### config.mk
export PLATFORM = sky130hd
export DESIGN_NAME = mem_access_unit
export DESIGN_NICKNAME = d
export VERILOG_FILES = /design/src/rtl/mem_access_unit.sv
export SDC_FILE = /design/constraint.sdc
export NUM_CORES = 1
export LEC_CHECK = 0
export BUFFER_PORTS_ARGS = -buffer_cell sky130_fd_sc_hd__buf_2
export CORE_ASPECT_RATIO = 1.1
export CORE_MARGIN = 1.5
export CORE_UTILIZATION = 34
export DETAILED_ROUTE_END_ITERATION = 6
export PLACE_DENSITY_LB_ADDON = 0.1
export SYNTH_ARGS = -nofsm -noshare
export SYNTH_HDL_FRONTEND = slang
export SYNTH_SLANG_ARGS = --single-unit
### constraint.sdc
create_clock -name clk -period 6.9 [get_ports clk]
set_input_delay 1.38 -clock clk [delete_from_list [all_inputs] [get_ports clk]]
set_output_delay 1.38 -clock clk [all_outputs]
set_load 0.05 [all_outputs]
### src/rtl/mem_access_unit.sv
// Registered memory access unit: arbitrates fetch and load/store channels
// onto one ready/valid bus with lane steering, extension and timeout.
module mem_access_unit #(
  parameter int ADDR_WIDTH     = 32,
  parameter int TIMEOUT_CYCLES = 255
) (
  input  logic                  clk,
  input  logic                  reset,
  input  logic                  fetch_req,
  input  logic [ADDR_WIDTH-1:0] fetch_addr,
  output logic                  fetch_ack,
  output logic [31:0]           fetch_data,
  output logic                  fetch_err,
  input  logic                  data_req,
  input  logic                  data_store,
  input  logic [ADDR_WIDTH-1:0] data_addr,
  input  logic [1:0]            data_len,
  input  logic                  data_unsigned,
  input  logic [31:0]           data_wdata,
  output logic                  data_ack,
  output logic [31:0]           data_rdata,
  output logic                  data_err,
  output logic                  mem_valid,
  output logic                  mem_write,
  output logic [ADDR_WIDTH-1:0] mem_addr,
  output logic [3:0]            mem_wstrb,
  output logic [31:0]           mem_wdata,
  input  logic                  mem_ready,
  input  logic [31:0]           mem_rdata
);

  localparam int CW =
    (TIMEOUT_CYCLES < 2) ? 1 : $clog2(TIMEOUT_CYCLES + 1);

  typedef enum logic [1:0] {
    S_IDLE,
    S_BUS,
    S_DONE
  } state_t;

  state_t                state_q;
  logic                  owner_q;
  logic [1:0]            len_q;
  logic                  uns_q;
  logic [1:0]            lane_q;
  logic [CW-1:0]         cnt_q;
  logic                  mem_valid_q;
  logic                  mem_write_q;
  logic [ADDR_WIDTH-1:0] mem_addr_q;
  logic [3:0]            mem_wstrb_q;
  logic [31:0]           mem_wdata_q;
  logic                  fetch_ack_q;
  logic                  fetch_err_q;
  logic [31:0]           fetch_data_q;
  logic                  data_ack_q;
  logic                  data_err_q;
  logic [31:0]           data_rdata_q;

  logic [ADDR_WIDTH-1:0] sel_addr;
  logic [1:0]            sel_len;
  logic                  sel_store;
  logic [1:0]            sel_lane;
  logic                  sel_bad;
  logic [3:0]            wstrb_d;
  logic [31:0]           wdata_d;
  logic [31:0]           shifted;
  logic [31:0]           ext_d;

  // Data channel wins; fetch is always an aligned word read.
  always_comb begin
    sel_addr  = data_req ? data_addr : fetch_addr;
    sel_len   = data_req ? data_len : 2'd3;
    sel_store = data_req & data_store;
    sel_lane  = sel_addr[1:0];
    sel_bad   = 1'b0;
    case (sel_len)
      2'd0:    sel_bad = 1'b0;
      2'd1:    sel_bad = sel_addr[0];
      2'd2:    sel_bad = 1'b1;
      default: sel_bad = |sel_addr[1:0];
    endcase
  end

  always_comb begin
    wstrb_d = 4'h0;
    wdata_d = 32'h0;
    if (sel_store) begin
      case (sel_len)
        2'd0: begin
          wstrb_d = 4'b0001 << sel_lane;
          wdata_d = {4{data_wdata[7:0]}};
        end
        2'd1: begin
          wstrb_d = 4'b0011 << sel_lane;
          wdata_d = {2{data_wdata[15:0]}};
        end
        default: begin
          wstrb_d = 4'hF;
          wdata_d = data_wdata;
        end
      endcase
    end
  end

  always_comb begin
    shifted = mem_rdata >> {lane_q, 3'b000};
    ext_d   = shifted;
    case (len_q)
      2'd0: ext_d = uns_q ? {24'h0, shifted[7:0]}
                          : {{24{shifted[7]}}, shifted[7:0]};
      2'd1: ext_d = uns_q ? {16'h0, shifted[15:0]}
                          : {{16{shifted[15]}}, shifted[15:0]};
      default: ext_d = shifted;
    endcase
  end

  always_ff @(posedge clk or posedge reset) begin
    if (reset) begin
      state_q      <= S_IDLE;
      owner_q      <= 1'b0;
      len_q        <= 2'd0;
      uns_q        <= 1'b0;
      lane_q       <= 2'd0;
      cnt_q        <= '0;
      mem_valid_q  <= 1'b0;
      mem_write_q  <= 1'b0;
      mem_addr_q   <= '0;
      mem_wstrb_q  <= 4'h0;
      mem_wdata_q  <= 32'h0;
      fetch_ack_q  <= 1'b0;
      fetch_err_q  <= 1'b0;
      fetch_data_q <= 32'h0;
      data_ack_q   <= 1'b0;
      data_err_q   <= 1'b0;
      data_rdata_q <= 32'h0;
    end else begin
      unique case (state_q)
        S_IDLE: begin
          if (data_req | fetch_req) begin
            owner_q <= data_req;
            len_q   <= sel_len;
            uns_q   <= data_req & data_unsigned;
            lane_q  <= sel_lane;
            cnt_q   <= '0;
            if (sel_bad) begin
              state_q <= S_DONE;
              if (data_req) begin
                data_ack_q   <= 1'b1;
                data_err_q   <= 1'b1;
                data_rdata_q <= 32'h0;
              end else begin
                fetch_ack_q  <= 1'b1;
                fetch_err_q  <= 1'b1;
                fetch_data_q <= 32'h0;
              end
            end else begin
              state_q     <= S_BUS;
              mem_valid_q <= 1'b1;
              mem_write_q <= sel_store;
              mem_addr_q  <= {sel_addr[ADDR_WIDTH-1:2], 2'b00};
              mem_wstrb_q <= wstrb_d;
              mem_wdata_q <= wdata_d;
            end
          end
        end
        S_BUS: begin
          if (mem_ready) begin
            state_q     <= S_DONE;
            mem_valid_q <= 1'b0;
            mem_write_q <= 1'b0;
            if (owner_q) begin
              data_ack_q   <= 1'b1;
              data_err_q   <= 1'b0;
              data_rdata_q <= mem_write_q ? 32'h0 : ext_d;
            end else begin
              fetch_ack_q  <= 1'b1;
              fetch_err_q  <= 1'b0;
              fetch_data_q <= mem_rdata;
            end
          end else if (cnt_q == CW'(TIMEOUT_CYCLES)) begin
            state_q     <= S_DONE;
            mem_valid_q <= 1'b0;
            mem_write_q <= 1'b0;
            if (owner_q) begin
              data_ack_q   <= 1'b1;
              data_err_q   <= 1'b1;
              data_rdata_q <= 32'h0;
            end else begin
              fetch_ack_q  <= 1'b1;
              fetch_err_q  <= 1'b1;
              fetch_data_q <= 32'h0;
            end
          end else begin
            cnt_q <= cnt_q + CW'(1);
          end
        end
        S_DONE: begin
          state_q     <= S_IDLE;
          fetch_ack_q <= 1'b0;
          data_ack_q  <= 1'b0;
        end
        default: state_q <= S_IDLE;
      endcase
    end
  end

  assign fetch_ack  = fetch_ack_q;
  assign fetch_err  = fetch_err_q;
  assign fetch_data = fetch_data_q;
  assign data_ack   = data_ack_q;
  assign data_err   = data_err_q;
  assign data_rdata = data_rdata_q;
  assign mem_valid  = mem_valid_q;
  assign mem_write  = mem_write_q;
  assign mem_addr   = mem_addr_q;
  assign mem_wstrb  = mem_wstrb_q;
  assign mem_wdata  = mem_wdata_q;

endmodule

# Yosys cells after proc, flatten, opt, wreduce, memory -nomap -nowiden
# Cells that the tools add are included.
[op_classes]
n_addsub = 1
mul = 0
n_div = 0
magnitude_cmp = 0
eq_ne = 16
shifts = 3
n_mux = 68
bitwise_logic = 4
reduce_logical = 15
[ops]
columns = ["operator", "count"]
rows = [
  ["2-to-1 mux 32 bit", 19],
  ["case mux 32 bit (2 select lines)", 4],
  [">> shifter 32 x 5 -> 32 bit", 1],
  ["2-to-1 mux 1 bit", 26],
  ["2-to-1 mux 8 bit", 3],
  ["inequality test 2 bit, second input constant", 9],
  ["case mux 8 bit (2 select lines)", 1],
  ["AND reduction 6 bit", 2],
  ["2-to-1 mux 2 bit", 5],
  ["AND reduction 5 bit", 2],
  ["case mux 1 bit (3 select lines)", 3],
  ["adder 8 x 1 -> 8 bit, second input constant", 1],
  ["== test 8 bit, second input constant", 1],
  ["case mux 1 bit (2 select lines)", 4],
  ["case mux 4 bit (2 select lines)", 1],
  ["AND reduction 4 bit", 2],
  ["== test 2 x 1 -> 1 bit, second input constant", 3],
  ["logical NOT 2 bit", 3],
  ["== test 2 bit, second input constant", 2],
  ["2-to-1 mux 4 bit", 1],
  ["case mux 2 bit (2 select lines)", 1],
  ["AND reduction 2 bit", 2],
  ["<< shifter 1 x 2 -> 4 bit, first input constant", 1],
  ["<< shifter 2 x 2 -> 4 bit, first input constant", 1],
  ["other kinds (8)", 9],
]
[word_totals]
reg_bits = 152
latchBits = 0
ramBits = 0
rom_bits = 0
inputBits = 137
output_inout_bits = 138
wordCells = 124
n_memories = 0

# Depth between registers and ports, before layout
[depth]
depth_word = 7
ltp_mapped = 8
ltp_nobuf = 6

# Worst setup path before layout
# Ideal clock, no wire load.
[synth_path]
kind = "input to register"
startpoint = "in data_req"
endpoint = "reg fetch_data_q[10] (netlist: fetch_data[10])"
setup_ps = 135
t_arrival_ps = 2504
t_required_ps = 6765
path_slack_ps = 4261
cell_stages = 8
n_path_buf = 3
path_cell_list = "buf_4 > or2_2 > o22ai_2 > nand3_1 > buf_2 > buf_2 > nand2_1 > o21ai_0"
[synth_between]
elab_chain_cells = 5
elab_cells_between_ends = 12
cone_classes = "eq/ne (5); mux (3); bitwise (1); reduce/logical (3)"
[synth_lines]
columns = ["item", "line_no", "rtl"]
rows = [
  ["from (decl)", "14", "input logic data_req,"],
  ["2-to-1 mux 2 bit / 2-to-1 mux 32 bit (equally long branches)", "72, 71", ""],
  ["== test 2 bit (tied with other cells)", "76", "case (sel_len)"],
  ["case mux 1 bit (3 select lines)", "76", ""],
  ["inequality test 2 bit (no line)", "--", ""],
  ["AND reduction 6 bit (no line) (*)", "--", ""],
  ["to (signal assigned)", "178", "fetch_data_q <= mem_rdata;"],
  ["to (decl)", "54", "logic [31:0] fetch_data_q;"],
]
# Mark *: on every way between the ends. The rest lies on a longest branch, timed or not.
# A chain may end at the register's enable or synchronous reset.

# Worst setup path after layout
[layout_path]
startpoint = "in data_req"
endpoint = "reg fetch_data_q[21] (netlist: fetch_data[21])"
# Same word-level chain as after synthesis.

==> flow_summary.json <==
{
  "timing.rr.start": "state_q[0]",
  "gr-max-usage-layer": "met2",
  "setup.worst_path.start": "data_req",
  "highest_count_cells_in_the_layout_ignoring_fill_and_taps": "272 x sky130_fd_sc_hd__buf_2, 172 x sky130_fd_sc_hd__nand2_1, 152 x sky130_fd_sc_hd__dfrtp_1, 85 x sky130_fd_sc_hd__o21ai_0, 66 x sky130_fd_sc_hd__mux2i_1",
  "hold_path_class": "flop to flop",
  "ys_types": 55,
  "cellPowerDensity_mw_per_mm2": 452,
  "finalClockSkew_ns": 0.0137,
  "grt_setup_unrepaired": "false",
  "syn_area_mm2": 0.00742,
  "most_frequent_standard_cell_in_the_layout_excluding_fill_and_tap_cells": "sky130_fd_sc_hd__buf_2",
  "syn_to_final_growth_pct": 28.3,
  "post-route-drc-count": 0,
  "clk_latency_ns": 0.42,
  "root_buffer": "sky130_fd_sc_hd__clkbuf_16",
  "finalSetupViolations": 0,
  "cts.clk_slew.worst_paths_ns": 0.06,
  "num_vias": 6345,
  "worstMarginPinSlew_ns": 1.12,
  "regToRegEndpoint": "fetch_data[21]",
  "post-cts-setup-buffers": 0,
  "synth-edff-count": 0,
  "floorplan.initialDensity": 0.347,
  "synth_top_family_by_area": "compound AO/OA/AOI/OAI gates",
  "clock_sinks": 152,
  "ys_async_sr_fraction": 1.00,
  "antenna_violations_before_repair": 3,
  "startpoint_type": "primary input",
  "yosys.area_share.adder": 0.00169,
  "post-route-period-util": 0.510,
  "clock.fmax_mhz": 284,
  "chipHeight_um": 158,
  "number_of_detailed_routing_iterations_run_before_antenna_repair": 5,
  "wire_per_inst_um": 16.8,
  "cp_data_required_time_ns": 7.15,
  "synthCells": 781,
  "design.core.area_mm2": 0.0214,
  "grt_overflow": 0,
  "final-max-slew-violation-count": 0,
  "storage_cell_area_mm2": 0.00380,
  "max-slew-margin-rel": 0.252,
  "timing.final.crit_period_ns": 3.52,
  "use_met3": 0.0584,
  "synth-seq-area-share": 0.513,
  "timing.reg2reg.setup_slack_ns": 4.24,
  "routed_wirelength_um": 22200,
  "synth_compound_area_frac": 0.185,
  "layout.cell_area.non_filler_mm2": 0.00952,
  "synthMuxAreaShare": 0.103,
  "first_global_vias": 6215,
  "post_cts_resize_count": 0,
  "ys_warnings": 0,
  "count_of_routing_violations_after_the_opening_detailed_route_iteration": 254,
  "dieArea_mm2": 0.0227,
  "io_pins": 275,
  "dpl_cell_area_mm2": 0.00890,
  "final_nets": 1157,
  "critPathArrivalTime_ns": 3.77,
  "max-vdd-ir-drop_uv": 192,
  "grt.met2_usage": 0.305,
  "cap_viol_max_count": 0,
  "global_route_wire_length_before_repair_um": 34600,
  "reg2reg_depth": 5,
  "htree_levels": 4,
  "ys.flop_type": "sky130_fd_sc_hd__dfrtp_1",
  "synth_simple_gate_area_frac": 0.147,
  "cts_tree": "yes",
  "timing_hold_violations_final": 0,
  "yosys.area_share.xor_xnor": 0.00472,
  "buffer_ports.inserted": 272,
  "post_cts_hold_buffer_count": 0,
  "maximum_number_of_pins_on_one_net_before_global_route_repair": 95,
  "rows": 56,
  "avgSynthCellArea_um2": 9.50,
  "final_layout_size_suffix_gt1_frac": 0.331,
  "crit_path_end_kind": "flop",
  "run_status": "finished, final reports clean",
  "n_fill_cell": 2159,
  "fin_tns_setup_ns": 0,
  "post_drt_via_cell_ratio": 4.80,
  "path_max_fanout": 66,
  "final_antenna_net_count": 0,
  "grt_util_met1": 0.268,
  "synth_seq_cells": 152,
  "crit_type": "primary input to flop",
  "multi_input_area_mm2": 0.00329,
  "hpwl_um": 16100,
  "crit_end": "fetch_data[21]",
  "cts_inserted_buffers": 17,
  "dieWidth_um": 144,
  "cts.path.max_buffers": 2,
  "p_leak_nw": 4.80,
  "gp_congestion": 0.741,
  "overall_routing_resource_usage": 0.199
}
-- where the power goes --
group | internal, mW | total, mW | switching, mW
registers | 1.17 | 1.36 | 0.194
logic | 0.462 | 1.96 | 1.49
clock network | 0.612 | 0.982 | 0.370
-- flip-flops by register name, indices dropped and copies added (netlist names) --
signal      count
data_rdata     32
fetch_data     32
mem_wdata      32
mem_addr       30
cnt_q           8
mem_wstrb       4
lane_q          2
len_q           2
state_q         2
data_ack        1
data_err        1
fetch_ack       1
fetch_err       1
mem_valid       1
mem_write       1
owner_q         1
uns_q           1
-- cells by family after synthesis --
group,after synthesis
adders and majority gates,1
muxes,75
xor gates and xnor gates,4
and+or+nand+nor,252
other,1
buffers and inverters,67
AOI/OAI and AO/OA,229
DFF,152
-- worst min path at each step --
stage | from | endpoint | slack, ns | depth (start not counted)
6_report | fetch_data[24] | fetch_data[24] | 0.47 | 2
5_1_grt | data_rdata[3] | data_rdata[3] | 0.50 | 1
4_1_cts | data_rdata[7] | data_rdata[7] | 0.47 | 2
3_5_place_dp | data_rdata[7] | data_rdata[7] | 0.46 | 2
3_3_place_gp | mem_addr[26] | mem_addr[26] | 0.46 | 2
2_1_floorplan | uns_q | uns_q | 0.48 | 1
-- metrics by stage --
| stage | utilization | hold slack, ns | power (mW) | cells | worst slack, ns |
|---|---|---|---|---|---|
| 3_5_place_dp | 0.416 | 0.460 | 3.35 | 1290 | 2.95 |
| 6_report | 0.445 | 0.470 | 4.30 | 1322 | 3.38 |
| 2_1_floorplan | - | 0.483 | 2.87 | 782 | 1.43 |
| 3_3_place_gp | 0.416 | 0.456 | 3.34 | 1290 | 3.03 |
| 5_1_grt | 0.445 | 0.497 | 4.56 | 1321 | 3.02 |
| 4_1_cts | 0.445 | 0.474 | 4.35 | 1321 | 3.40 |
-- Yosys cell counts, drive strengths merged (7+ instances only) --
library cell	number	share of area
mux2	9	0.014
a21oi	56	0.038
a211oi	8	0.0081
mux2i	66	0.089
buf	40	0.032
nor2b	12	0.010
nor2	39	0.020
o21ai	105	0.072
o31ai	28	0.028
dfrtp	152	0.51
a2111oi	7	0.011
a21o	8	0.0081
nand2	172	0.087
clkbuf	21	0.011
-- worst max-delay path: stages --
cell                      delay (ns)
sky130_fd_sc_hd__buf_2          0.07
sky130_fd_sc_hd__buf_4          0.51
sky130_fd_sc_hd__nor3_2         0.10
sky130_fd_sc_hd__nor2_1         0.30
sky130_fd_sc_hd__nand3_2        0.93
sky130_fd_sc_hd__nand2_1        0.32
sky130_fd_sc_hd__o21ai_0        0.12
-- layer usage --
layer	vias to the layer above	share of wire
met2	230	0.45
met4	2	0.019
met5	-	0.00054
met3	23	0.074
li1	3189	-
met1	2901	0.46
-- cell type report --
| cell class | instances | share of cell area |
|---|---|---|
| flip-flops and latches | 152 | 0.400 |
| well taps | 290 | 0.0381 |
| clock inverters | 12 | 0.0183 |
| diodes | 1 | 0.000263 |
| inverters | 6 | 0.00289 |
| repair buffers | 279 | 0.149 |
| multi-input cells | 563 | 0.346 |
| clock buffers | 19 | 0.0465 |
Power figures use the tool's default switching activity.
